<file path="src/rtl/memory_access_arbiter_pkg.sv">
`default_nettype none
// ============================================================================
// Module      : memory_access_arbiter_pkg
// Description : Shared types and constants for the main-memory access arbiter.
//               It holds the memory process latencies, the requester id and
//               serial types, and the read-route FIFO entry.
// Revision    : 1.0 - initial release
// ============================================================================
package memory_access_arbiter_pkg;

  // Busy cycles the memory needs after accepting each kind of access.
  localparam int MEMORY_READ_PROCESS_LATENCY  = 2;
  localparam int MEMORY_WRITE_PROCESS_LATENCY = 2;

  localparam int MEM_ARB_NUM_REQ      = 2;
  localparam int MEM_ARB_SERIAL_WIDTH = 8;
  localparam int MEM_ARB_ID_WIDTH     = (MEM_ARB_NUM_REQ > 1) ? $clog2(MEM_ARB_NUM_REQ) : 1;

  typedef logic [MEM_ARB_ID_WIDTH-1:0]     MemArbReqIdPath;
  typedef logic [MEM_ARB_SERIAL_WIDTH-1:0] MemArbSerialPath;

  // One outstanding read: the requester the data belongs to and its serial.
  typedef struct packed {
    MemArbReqIdPath  id;
    MemArbSerialPath serial;
  } MemArbRouteEntry;

  // The busy counter only has to hold latencies in the range 1..3.
  typedef logic [1:0] MemoryProcessLatencyCount;

endpackage
`default_nettype wire

</file>
<file path="src/rtl/mem_arb_route_queue.sv">
`default_nettype none
// ============================================================================
// Module      : mem_arb_route_queue
// Description : Synchronous FIFO of read-route entries. DEPTH need not be a
//               power of two; both pointers wrap explicitly at DEPTH-1.
// Ports       : clk, rstN      - clock, asynchronous active-low reset
//               push, push_entry - write an entry (ignored when full)
//               pop            - drop the head entry (ignored when empty)
//               full, empty    - occupancy flags
//               count          - number of entries held
//               head           - oldest entry (valid when not empty)
// Revision    : 1.0 - initial release
// ============================================================================
module mem_arb_route_queue
  import memory_access_arbiter_pkg::*;
#(
  parameter int DEPTH = 5,
  localparam int CNT_W = $clog2(DEPTH + 1),
  localparam int PTR_W = (DEPTH > 1) ? $clog2(DEPTH) : 1
) (
  input  logic             clk,
  input  logic             rstN,
  input  logic             push,
  input  MemArbRouteEntry  push_entry,
  input  logic             pop,
  output logic             full,
  output logic             empty,
  output logic [CNT_W-1:0] count,
  output MemArbRouteEntry  head
);

  MemArbRouteEntry  storage [DEPTH];
  logic [PTR_W-1:0] rd_ptr;
  logic [PTR_W-1:0] wr_ptr;
  logic             do_push;
  logic             do_pop;

  assign full    = (count == CNT_W'(DEPTH));
  assign empty   = (count == '0);
  assign do_push = push && !full;
  assign do_pop  = pop && !empty;
  assign head    = storage[rd_ptr];

  function automatic logic [PTR_W-1:0] ptr_next(input logic [PTR_W-1:0] p);
    return (p == PTR_W'(DEPTH - 1)) ? '0 : p + PTR_W'(1);
  endfunction

  always_ff @(posedge clk or negedge rstN) begin
    if (!rstN) begin
      rd_ptr <= '0;
      wr_ptr <= '0;
      count  <= '0;
    end else begin
      if (do_push) wr_ptr <= ptr_next(wr_ptr);
      if (do_pop)  rd_ptr <= ptr_next(rd_ptr);
      case ({do_push, do_pop})
        2'b10:   count <= count + CNT_W'(1);
        2'b01:   count <= count - CNT_W'(1);
        default: count <= count;
      endcase
    end
  end

  // Payload storage needs no reset; only the pointers define validity.
  always_ff @(posedge clk) begin
    if (do_push) storage[wr_ptr] <= push_entry;
  end

endmodule
`default_nettype wire

</file>
<file path="src/rtl/memory_access_arbiter.sv">
`default_nettype none
// ============================================================================
// Module      : memory_access_arbiter
// Description : Shares the main-memory port between NUM_REQ requesters with
//               round-robin arbitration, enforces memory occupancy after each
//               access, hands out read/write serials and routes in-order read
//               returns back to the requester that issued each read.
// Ports       : clk, rstN                 - clock, asynchronous active-low reset
//               reqValid/IsWrite/Addr/WriteData - per-requester request
//               reqReady, reqSerial        - one-hot accept and its serial
//               memIsRead/IsWrite/Addr/WriteData - registered memory command
//               memReadValid, memReadData  - in-order read return
//               respValid/Data/Serial      - registered routed read response
//               routeError                 - sticky: return with nothing pending
// Revision    : 1.0 - initial release
// ============================================================================
module memory_access_arbiter
  import memory_access_arbiter_pkg::*;
#(
  parameter int NUM_REQ         = MEM_ARB_NUM_REQ,
  parameter int ADDR_WIDTH      = 32,
  parameter int DATA_WIDTH      = 64,
  parameter int SERIAL_WIDTH    = MEM_ARB_SERIAL_WIDTH,
  parameter int READ_LATENCY    = MEMORY_READ_PROCESS_LATENCY,
  parameter int WRITE_LATENCY   = MEMORY_WRITE_PROCESS_LATENCY,
  parameter int MAX_OUTSTANDING = 5
) (
  input  logic                          clk,
  input  logic                          rstN,
  input  logic [NUM_REQ-1:0]            reqValid,
  input  logic [NUM_REQ-1:0]            reqIsWrite,
  input  logic [NUM_REQ*ADDR_WIDTH-1:0] reqAddr,
  input  logic [NUM_REQ*DATA_WIDTH-1:0] reqWriteData,
  output logic [NUM_REQ-1:0]            reqReady,
  output logic [SERIAL_WIDTH-1:0]       reqSerial,
  output logic                          memIsRead,
  output logic                          memIsWrite,
  output logic [ADDR_WIDTH-1:0]         memAddr,
  output logic [DATA_WIDTH-1:0]         memWriteData,
  input  logic                          memReadValid,
  input  logic [DATA_WIDTH-1:0]         memReadData,
  output logic [NUM_REQ-1:0]            respValid,
  output logic [DATA_WIDTH-1:0]         respData,
  output logic [SERIAL_WIDTH-1:0]       respSerial,
  output logic                          routeError
);

  localparam int CNT_W = $clog2(MAX_OUTSTANDING + 1);

  MemArbReqIdPath           rr_ptr;
  MemoryProcessLatencyCount busy;
  logic [SERIAL_WIDTH-1:0]  read_serial;
  logic [SERIAL_WIDTH-1:0]  write_serial;

  logic                     accept;
  logic                     accept_is_write;
  MemArbReqIdPath           winner;
  logic [ADDR_WIDTH-1:0]    win_addr;
  logic [DATA_WIDTH-1:0]    win_wdata;
  int                       idx;

  logic                     q_push;
  logic                     q_pop;
  logic                     q_full;
  logic                     q_empty;
  logic [CNT_W-1:0]         q_count;
  MemArbRouteEntry          q_entry;
  MemArbRouteEntry          q_head;

  // Round-robin search starting at rr_ptr. Read eligibility looks at the
  // current FIFO count only, so a pop this cycle never frees a slot for a
  // read in the same cycle. Nothing is granted while reset is asserted.
  always_comb begin
    accept          = 1'b0;
    accept_is_write = 1'b0;
    winner          = '0;
    idx             = 0;
    if (rstN && busy == '0) begin
      for (int i = 0; i < NUM_REQ; i++) begin
        idx = (int'(rr_ptr) + i) % NUM_REQ;
        if (!accept && reqValid[idx] &&
            (reqIsWrite[idx] || q_count < CNT_W'(MAX_OUTSTANDING))) begin
          accept          = 1'b1;
          accept_is_write = reqIsWrite[idx];
          winner          = MemArbReqIdPath'(idx);
        end
      end
    end
  end

  always_comb begin
    reqReady = '0;
    if (accept) reqReady[winner] = 1'b1;
  end

  assign reqSerial = !accept        ? '0 :
                     accept_is_write ? write_serial : read_serial;

  assign win_addr  = reqAddr[int'(winner)*ADDR_WIDTH +: ADDR_WIDTH];
  assign win_wdata = reqWriteData[int'(winner)*DATA_WIDTH +: DATA_WIDTH];

  assign q_push         = accept && !accept_is_write && !q_full;
  assign q_pop          = memReadValid && !q_empty;
  assign q_entry.id     = winner;
  assign q_entry.serial = MemArbSerialPath'(read_serial);

  mem_arb_route_queue #(
    .DEPTH (MAX_OUTSTANDING)
  ) u_route_queue (
    .clk        (clk),
    .rstN       (rstN),
    .push       (q_push),
    .push_entry (q_entry),
    .pop        (q_pop),
    .full       (q_full),
    .empty      (q_empty),
    .count      (q_count),
    .head       (q_head)
  );

  always_ff @(posedge clk or negedge rstN) begin
    if (!rstN) begin
      rr_ptr       <= '0;
      busy         <= '0;
      read_serial  <= '0;
      write_serial <= '0;
      memIsRead    <= 1'b0;
      memIsWrite   <= 1'b0;
      memAddr      <= '0;
      memWriteData <= '0;
      respValid    <= '0;
      respData     <= '0;
      respSerial   <= '0;
      routeError   <= 1'b0;
    end else begin
      memIsRead    <= accept && !accept_is_write;
      memIsWrite   <= accept && accept_is_write;
      memAddr      <= accept ? win_addr : '0;
      memWriteData <= (accept && accept_is_write) ? win_wdata : '0;

      // busy holds the number of blocked cycles still to come after the
      // accept cycle, so the next accept lands exactly LATENCY cycles later.
      if (accept) begin
        busy <= accept_is_write ? MemoryProcessLatencyCount'(WRITE_LATENCY - 1)
                                : MemoryProcessLatencyCount'(READ_LATENCY - 1);
        rr_ptr <= MemArbReqIdPath'((int'(winner) + 1) % NUM_REQ);
        if (accept_is_write) write_serial <= write_serial + SERIAL_WIDTH'(1);
        else                 read_serial  <= read_serial + SERIAL_WIDTH'(1);
      end else if (busy != '0) begin
        busy <= busy - MemoryProcessLatencyCount'(1);
      end

      respValid  <= '0;
      respData   <= '0;
      respSerial <= '0;
      if (q_pop) begin
        respValid[q_head.id] <= 1'b1;
        respData             <= memReadData;
        respSerial           <= SERIAL_WIDTH'(q_head.serial);
      end

      if (memReadValid && q_empty) routeError <= 1'b1;
    end
  end

endmodule
`default_nettype wire

</file>
<file path="config.mk">
export PLATFORM = sky130hd
export DESIGN_NAME = memory_access_arbiter
export DESIGN_NICKNAME = d
export VERILOG_FILES = /design/src/rtl/memory_access_arbiter_pkg.sv /design/src/rtl/mem_arb_route_queue.sv /design/src/rtl/memory_access_arbiter.sv
export SDC_FILE = /design/constraint.sdc
export NUM_CORES = 1
export LEC_CHECK = 0
export ABC_CLOCK_PERIOD_IN_PS = 3600
export CELL_PAD_IN_SITES_DETAIL_PLACEMENT = 2
export CELL_PAD_IN_SITES_GLOBAL_PLACEMENT = 2
export CORE_AREA = 2 2 196 198
export CTS_BUF_LIST = sky130_fd_sc_hd__clkbuf_4
export DETAILED_ROUTE_END_ITERATION = 8
export DIE_AREA = 0 0 198 200
export PLACE_DENSITY_LB_ADDON = 0.1
export SLEW_MARGIN = 15
export SYNTH_ARGS = -nofsm -noshare
export SYNTH_HDL_FRONTEND = slang
export SYNTH_SLANG_ARGS = --single-unit
</file>
<file path="constraint.sdc">
create_clock -name clk -period 3.6 [get_ports clk]
set_input_delay 0.54 -clock clk [delete_from_list [all_inputs] [get_ports clk]]
set_output_delay 0.54 -clock clk [all_outputs]
set_load 0.02 [all_outputs]
</file>
# [Yosys cells after proc, flatten, opt, wreduce, memory -nomap -nowiden]
# Memory sizes are Yosys's and may differ from the RTL's.
# Index checks and enable logic that the tools add are counted.
[word_totals] register_bits=201 latch_bits=0 mem_bits_rw=45 romBits=0 inputBits=263 wordCells=106 memories=1
[memory_table] memory="u_route_queue.storage" depth=5 word_bits=9 rd=1 rd_clocked_by_memory_dff=0 write_ports=1 line="mem_arb_route_queue.sv:32" source="MemArbRouteEntry storage [DEPTH];"
[op_classes] n_addsub=9 mul=0 n_div=0 magnitude_cmp=7 eq_ne=5 shifts=2 mux=39 n_bitwise=2 reduce_logical=26
[op_table] op="64-bit 2-to-1 mux" n=2
[op_table] op="128-bit by 8-bit variable part select with 64-bit output" n=1
[op_table] op="64-bit by 7-bit variable part select with 32-bit output" n=1
[op_table] op="32-bit 2-to-1 mux" n=1
[op_table] op="1-bit 2-to-1 mux" n=24
[op_table] op="8-bit 2-to-1 mux" n=3
[op_table] op="8-bit by 1-bit adder with 8-bit output, second input constant" n=2
[op_table] op="1-bit logical AND" n=13
[op_table] op="3-bit by 1-bit adder with 3-bit output, second input constant" n=3
[op_table] op="3-bit == test, second input constant" n=3
[op_table] op="2-bit 2-to-1 mux" n=4
[op_table] op="1-bit by 2-bit < comparator with 1-bit output, second input constant" n=3
[op_table] op="3-bit 2-to-1 mux" n=2
[op_table] op="3-bit case mux with 2 select lines" n=1
[op_table] op="2-bit nonzero test" n=3
[op_table] op="1-bit logical NOT" n=4
[op_table] op="2-bit AND reduction" n=2
[op_table] op="3-bit logical NOT" n=1
[op_table] op="2-bit by 3-bit < comparator with 1-bit output, second input constant" n=1
[op_table] op="3-bit < comparator, second input constant" n=1
[op_table] op="3-bit by 1-bit subtractor with 3-bit output, second input constant" n=1
[op_table] op="1-bit adder, second input constant" n=2
[op_table] op="1-bit demux with 1-bit select" n=2
[op_table] op="2-bit by 1-bit == test with 1-bit output, second input constant" n=1
[op_table] op="7 further kinds" n=9

# [Logic depth before layout (Yosys ltp)]
# Gate-level depths: netlist (run 1).
[depth] depth_word=17 depth_mapped=13 mapped_depth_nobuf=12

# [Hierarchy]
# From an unflattened synthesis (run 1), not the netlist that was laid out.
[unflattened] hier_cells=791 area_unflattened_um2=10098.4
[modules_own_cells] mod="memory_access_arbiter" instances=1 cells_per_inst=642 area_each_um2=7822.5 seq_area_each_um2=4804.6
[modules_own_cells] mod="mem_arb_route_queue" instances=1 cells_per_inst=149 area_each_um2=2275.9 seq_area_each_um2=1576.5

# [Least setup slack after synthesis (run 1)]
# Ideal clock, no wire load.
[synth_path] path_kind="register to register" from="register busy[0]" to="memory u_route_queue.storage[1][0] in the netlist's numbering (enable)" setup_time_ns=0.399 t_arrival_ns=2.354 required_time_ns=3.201 setup_slack_ns=0.847 stages_incl_launch_ff=9 period_less_slack_ns=2.753 path_cell_list="dfrtp_1 > inv_1 > ha_1 > and2_1 > buf_2 > o2111ai_4 > nor2_2 > inv_2 > nor4_1"
[synth_via] elab_chain_len=9 elab_cells_between_ends=10 cone_classes="mux: 4; reduce/logical: 6"
[synth_rtl] element="start: declaration" line="memory_access_arbiter.sv:51" source="MemoryProcessLatencyCount busy;"
[synth_rtl] element="start signal: assignment" line="memory_access_arbiter.sv:144" source="busy <= accept_is_write ? MemoryProcessLatencyCount'(WRITE_LATENCY - 1)"
[synth_rtl] element="start signal: assignment" line="memory_access_arbiter.sv:150" source="busy <= busy - MemoryProcessLatencyCount'(1);"
[synth_rtl] element="2-bit logical NOT *" line="memory_access_arbiter.sv:78" source="if (rstN && busy == '0) begin"
[synth_rtl] element="1-bit logical AND *" line="memory_access_arbiter.sv:78"
[synth_rtl] element="1-bit 2-to-1 mux" line="memory_access_arbiter.sv:78"
[synth_rtl] element="1-bit logical NOT" line="memory_access_arbiter.sv:102" source="assign q_push = accept && !accept_is_write && !q_full;"
[synth_rtl] element="1-bit logical AND * (2 in a row)" line="memory_access_arbiter.sv:102"
[synth_rtl] element="1-bit logical AND *" line="mem_arb_route_queue.sv:40" source="assign do_push = push && !full;"
[synth_rtl] element="1-bit 2-to-1 mux *" line="mem_arb_route_queue.sv:66" source="if (do_push) storage[wr_ptr] <= push_entry;"
[synth_rtl] element="1-bit 2-to-1 mux (implied by the code) *" line="mem_arb_route_queue.sv:66"
[synth_rtl] element="end: declaration" line="mem_arb_route_queue.sv:32"
# Mark *: on every way between the ends. The rest lies on a longest branch, timed or not.

# [Worst setup path after layout (run 1)]
[layout_path] from="input port rstN" to="output port reqSerial[2]"
[layout_via] elab_chain_len=4 elab_cells_between_ends=5 cone_classes="mux: 4; reduce/logical: 1"
[layout_rtl] element="start: declaration" line="memory_access_arbiter.sv:29" source="input logic rstN,"
[layout_rtl] element="1-bit logical AND *" line="memory_access_arbiter.sv:78"
[layout_rtl] element="1-bit 2-to-1 mux" line="memory_access_arbiter.sv:78"
[layout_rtl] element="8-bit 2-to-1 mux" line="memory_access_arbiter.sv:97" source="accept_is_write ? write_serial : read_serial;"
[layout_rtl] element="8-bit 2-to-1 mux *" line="memory_access_arbiter.sv:96" source="assign reqSerial = !accept ? '0 :"
[layout_rtl] element="end: declaration" line="memory_access_arbiter.sv:35" source="output logic [SERIAL_WIDTH-1:0] reqSerial,"
# Marked as above.

==> flow_summary.yaml, run 1 <==
clock_network:
  root_buffer: "clkbuf_4"
  cts_max_level: 3
  cts.clk_slew.worst_paths_ns: 0.06
  clk_latency_ns: 0.73
  clock_sinks: 246
  clock_path_buffers: 3
  tritoncts.num_buffers: 74
  cts_tree: "built"
timing:
  drv_slew: 0
  max_freq_ghz: 0.293
  period_needed_ns: 3.41
  rsz0062_at_grt: "no"
  min_period_over_period: 0.947
  worstMarginPinSlew_ns: 0.867
  setup_viol: 0
  setup_total_negative_slack_ns: 0
  fin_ws_ns: 0.189
  hold_viol_final: 0
  slew-limit-headroom: 0.422
  clock-skew-final_ns: 0.0455
synthesis:
  post_synth_num_cell_types: 47
  async_flop_share: 0.817
  synthCells: 758
  synth_common_cells: "dfrtp_1, nand3_1, mux2i_1"
  synth_edf_count: 45
  synth-seq-cells: 246
  syn_nets: 1030
  yosysTopAreaCellShare: 0.503
  yosysTopAreaCell: "dfrtp_1"
  synth_sequential_area_ratio: 0.639
  netlist_area_sq_um: 9990
  avgSynthCellArea_sq_um: 13.2
  ys_warn_count: 0
  post-synth-top-count-cell: "dfrtp_1"
  synth_area_leaders: "dfrtp_1, edfxtp_1, mux2i_1, nand3_1, and2_1"
  synth-main-ff-cell: "dfrtp_1"
critical_path:
  critPathLaunch: "rstN"
  cp_max_fo: 19
  end_kind: "primary output"
  cp_data_arrival_time_ns: 2.87
  cp-endpoint: "reqSerial[2]"
  critPathKind: "in -> out"
  cp-start-kind: "primary input"
  r2r_end: "memWriteData[16]$_DFF_PN0_"
  reg2reg_depth: 8
  rrSetupSlack_ns: 0.83
  critical_path.reg2reg.startpoint: "busy[0]$_DFFE_PN0P_"
  critPathRequiredTime_ns: 3.06
floorplan:
  initial_core_util: 0.267
  die_area_sq_um: 39600
  io_pins: 446
  fp.dieH_um: 200
  rows: 71
  core_area_sq_um: 37400
  die_w_um: 198
finish:
  ff_latch_area_sq_um: 6380
  syn2layout_area_growth_pct: 60.2
  layout-drive-gt1-share: 0.128
  final_net_count: 1513
  post-route-util: 0.428
  multi_input_area_sq_um: 3300
  fillers: 3867
detailed_routing:
  drtIter0Drc: 302
  drt_wl_total_um: 38200
  drt-vias-per-instance: 4.60
  vias: 8325
  route.antenna.remaining_nets: 0
  first_pass_iters: 4
  wl_per_cell_um: 21.1
  drc: 0
placement:
  place_congestion: 0.745
  dp_slack_ns: 0.207
  dpl.hpwl_um: 27100
  io_buffer_count: 445
global_route:
  grt_pass1_wl_um: 55500
  grt_util_all_layers: 0.189
  grt_max_degree: 129
  antenna_found_initial: 13
  overflow: 0
  grt_pass1_vias: 8979
job:
  drv_cap: 0
power_and_ir_drop:
  leakage_uw: 0.00675
  max-vdd-ir-drop_mv: 0.331
  power.density_nw_per_um2: 604
run_status:
  outcome: "finished clean"
hold_path:
  hold_class: "in -> async"
kinds of logic (layout without fill, tap and decap cells):
family | Yosys count | after routing | share of synthesized area
and+or+nand+nor | 259 | 259 | 0.139
DFF | 246 | 246 | 0.639
muxes | 88 | 88 | 0.0999
buffers and inverters | 72 | 606 | 0.0359
AOI/OAI and AO/OA | 65 | 65 | 0.0582
xor gates and xnor gates | 19 | 19 | 0.0167
adders and majority gates | 9 | 9 | 0.0120
other | 0 | 8 | 0
registers in the layout (all words and copies together) (netlist names):
signal and count:
memIsWrite 1, respSerial 8, rr_ptr 1, busy 2, u_route_queue.count 3, respData 64, u_route_queue.storage 45, read_serial 8
u_route_queue.wr_ptr 3, respValid 2, u_route_queue.rd_ptr 3, memIsRead 1, memAddr 32, write_serial 8, routeError 1, memWriteData 64
worst min path at each step:
stage,cells after the start,slack (ns),from,to
floorplan,0,0.24,rstN,busy[0]$_DFFE_PN0P_
global placement,1,0.39,rstN,busy[0]$_DFFE_PN0P_
detailed placement,1,0.39,rstN,busy[0]$_DFFE_PN0P_
CTS,2,0.25,memReadData[38],respData[38]$_DFF_PN0_
global route,2,0.29,rstN,memWriteData[28]$_DFF_PN0_
finish,2,0.35,rstN,memWriteData[28]$_DFF_PN0_
where the power goes:
part / leakage, uW / internal (uW) / switching [uW]
Clock: 0.000566 / 1590 / 1270
Combinational: 0.00308 / 1490 / 1680
Sequential: 0.00310 / 3270 / 366
Total: 0.00675 / 6350 / 3320
cell type report:
class / count / share of cell area
flip-flops and latches: 246 / 0.399
repair buffers: 467 / 0.291
multi-input cells: 440 / 0.206
clock buffers: 109 / 0.0511
well taps: 511 / 0.0399
clock inverters: 18 / 0.00985
inverters: 12 / 0.00281
diodes: 8 / 0.00125
worst max-delay path, stage by stage:
cell and delay [ns]:
dlygate4sd3_1 0.64, buf_8 0.24, and2_4 0.20, o2111ai_4 0.16
nor2_4 0.15, buf_2 0.17, a22o_1 0.15, clkdlybuf4s50_1 0.60
layer usage:
metal	wire (um)	track usage	up-vias
li1	-	-	3725
met1	13500	0.193	4182
met2	19500	0.328	353
met3	4270	0.105	59
met4	856	0.0677	6
met5	40	0	-
through the flow:
step	cell area [sq um]	power [uW]	hold slack (ns)	cells
finish	16000	9670	0.350	1811
global route	16000	10300	0.286	1810
CTS	16000	9880	0.253	1803
detailed placement	15000	6900	0.390	1671
global placement	15000	6830	0.390	1671
floorplan	9990	5440	0.244	758
repair_timing:
action                                 CTS  global route
buffers inserted                         4             0
hold buffers                             1             0
resized for setup                        2             5
endpoints found under the hold margin   16             0
setup endpoints to repair                8            10
pin swaps                                1             0
placed cells by master, fill, tap and decap left out, types with 4 or more instances in the layout:
cell type        instances
a21oi_1                  4
a22o_1                   8
a32o_1                  32
and2_1                  65
buf_4                   17
clkbuf_4               109
clkdlybuf4s50_1        444
clkinv_1                11
dfrtp_1                200
diode_2                  8
edfxtp_1                45
ha_1                     8
inv_1                   11
mux2_2                   4
mux2i_1                 75
mux4_2                   9
nand2_1                  8
nand3_1                139
nor2_1                  18
nor3_1                   5
nor4_1                   6
o21ai_0                  6
xnor2_1                  9
xor2_1                  10
No activity file was read; power rests on OpenSTA's default activity.
==> run 2, diff against run 1 <==
--- a/config.mk
+++ b/config.mk
@@ -10,9 +10,10 @@
 export CELL_PAD_IN_SITES_GLOBAL_PLACEMENT = 2
 export CORE_AREA = 2 2 196 198
 export CTS_BUF_LIST = sky130_fd_sc_hd__clkbuf_4
+export CTS_CLUSTER_SIZE = 14
 export DETAILED_ROUTE_END_ITERATION = 8
 export DIE_AREA = 0 0 198 200
-export PLACE_DENSITY_LB_ADDON = 0.1
+export PLACE_DENSITY = 0.89
 export SLEW_MARGIN = 15
 export SYNTH_ARGS = -nofsm -noshare
 export SYNTH_HDL_FRONTEND = slang
==> run 2 against run 1 <==
  * Via count increased by 1.1%
  * Critical endpoint is now reqSerial[7]
  * Global-route usage increased by 0.74 points
  * Sequential power about the same
  * Highest routed layer is now met4
  * Largest power group unchanged
  * Critical path type is now reg -> out
  * Critical path depth decreased by 1
==> flow_summary.yaml, run 2 (synthesis gave the netlist of run 1 again) <==
global_route:
  grt_use_met1: 0.203
  grt_busiest_layer: "met2"
  grt_util_all_layers: 0.197
  grt_pass1_vias: 9502
  overflow: 0
  grt_pass1_wl_um: 57900
  grt_max_degree: 86
  met2_usage: 0.355
  use_met3: 0.0845
  antenna_found_initial: 3
detailed_routing:
  drc: 0
  wl_per_cell_um: 22.1
  drtIter0Drc: 329
  drt_wl_total_um: 39900
  vias: 8418
  first_pass_iters: 4
  route.antenna.remaining_nets: 0
  drt-vias-per-instance: 4.66
power_and_ir_drop:
  max-vdd-ir-drop_mv: 0.264
  leakage_uw: 0.00682
  finalPower_uw: 9650
  power.density_nw_per_um2: 604
critical_path:
  cp_max_fo: 11
  critPathKind: "reg -> out"
  cp_slowest_stage_delay_ns: 0.60
  cp_slowest_cell: "clkdlybuf4s50_1"
  cp_data_arrival_time_ns: 2.87
  critPathRequiredTime_ns: 3.06
  cp-start-kind: "register"
  critical_path.reg2reg.startpoint: "busy[0]$_DFFE_PN0P_"
  critPathLaunch: "busy[0]$_DFFE_PN0P_"
  path_cells: "inv_1 -> ha_1 -> nand2_1 -> a21oi_4 -> and2_4 -> a22o_1 -> clkdlybuf4s50_1"
  end_kind: "primary output"
finish:
  layout.cells.non_filler: 1807
  final_net_count: 1514
  layout-drive-gt1-share: 0.124
  syn2layout_area_growth_pct: 59.8
  multi_input_area_sq_um: 3310
  fillers: 3802
  post-route-util: 0.427
  final_cell_mix: "clkdlybuf4s50_1, dfrtp_1, nand3_1"
  ff_latch_area_sq_um: 6380
  mostFrequentLayoutCell: "clkdlybuf4s50_1"
  largest_registers: "memWriteData (64), respData (64), u_route_queue.storage (45)"
floorplan:
  core_area_sq_um: 37400
  fp.dieH_um: 200
  io_pins: 446
  die_w_um: 198
  rows: 71
  initial_core_util: 0.267
  die_area_sq_um: 39600
job:
  drv_cap: 0
clock_network:
  clock_sinks: 246
  clk_latency_ns: 0.76
  cts.clk_slew.worst_paths_ns: 0.09
  root_buffer: "clkbuf_4"
  cts_tree: "built"
  cts_max_level: 3
  tritoncts.num_buffers: 72
  clock_path_buffers: 3
hold_path:
  hold_class: "in -> reg"
  holdCritStartpoint: "memReadData[54]"
timing:
  period_needed_ns: 3.41
  clock-skew-final_ns: 0.0373
  worstMarginPinSlew_ns: 1.07
  hold_viol_final: 0
  slew-limit-headroom: 0.284
  finalHoldWorstSlack_ns: 0.347
  max_freq_ghz: 0.294
  drv_slew: 0
  fin_ws_ns: 0.193
  min_period_over_period: 0.946
  setup_viol: 0
placement:
  place_congestion: 0.738
  dp_slack_ns: 0.141
  dpl.hpwl_um: 28000
  dp.cells: 1672
  io_buffer_count: 445
run_status:
  outcome: "finished clean"
run 2: cell count changes in the layout (fill, tap and decap cells not counted), moves of 5 or more:
cell | before | now
clkdlybuf4s50_1 | 444 | 439
clkbuf_4 | 109 | 98
clkinv_1 | 11 | 16
diode_2 | 8 | 3
dlymetal6s2s_1 | 0 | 5
run 2: area by class of cell:
| type | instances | area share |
|---|---|---|
| antenna | 3 | 0.000470 |
| clock buffer | 98 | 0.0461 |
| clock inverter | 27 | 0.0114 |
| inverter | 12 | 0.00282 |
| multi-input combinational | 441 | 0.207 |
| sequential | 246 | 0.400 |
| tap | 511 | 0.0400 |
| timing repair buffer | 469 | 0.293 |
run 2: metrics by stage:
stage / setup TNS [ns] / area (sq um)
finish: 0 / 16000
global route: -0.0205 / 16000
detailed placement: 0 / 14900
CTS: -0.0166 / 15900
global placement: 0 / 14900
floorplan: 0 / 9990
run 2: worst paths after layout:
check,endpoint,slack (ns),cells after the start
worst min-delay path,respData[54]$_DFF_PN0_,0.35,2
worst min register to register,write_serial[7]$_DFFE_PN0P_,0.49,1
max in group asynchronous,memAddr[22]$_DFF_PN0_,1.30,4
worst max-delay path,reqSerial[7],0.19,7
worst max register to register,memWriteData[63]$_DFF_PN0_,0.72,8
min in group asynchronous,busy[0]$_DFFE_PN0P_,0.64,3
run 2: what timing repair did:
| item | CTS | global route |
|---|---|---|
| pin swaps | 2 | 2 |
| setup endpoints to repair | 9 | 10 |
| gates cloned | 1 | 0 |
| hold buffers | 1 | 0 |
| hold endpoints to repair | 80 | 0 |
| gates resized for setup | 4 | 9 |
| setup buffers | 2 | 3 |
run 2: power by group:
group	internal, uW	switching, uW
registers	3270	386
clock network	1420	1320
logic	1490	1760
total	6180	3470
run 2: per-layer routing:
layer / up-vias / share of wire
met3: 80 / 0.094
met1: 4212 / 0.36
li1: 3727 / -
met2: 399 / 0.52
met4: 0 / 0.029
met5: - / 0
run 2: critical path, delay by kind of cell, from the launching register on:
kind / cells / cell delay (ns)
flops: 1 / 0.40
compound gates: 2 / 0.34
buf+inv: 2 / 0.66
simple gates: 2 / 0.46
fa+ha+maj: 1 / 0.25
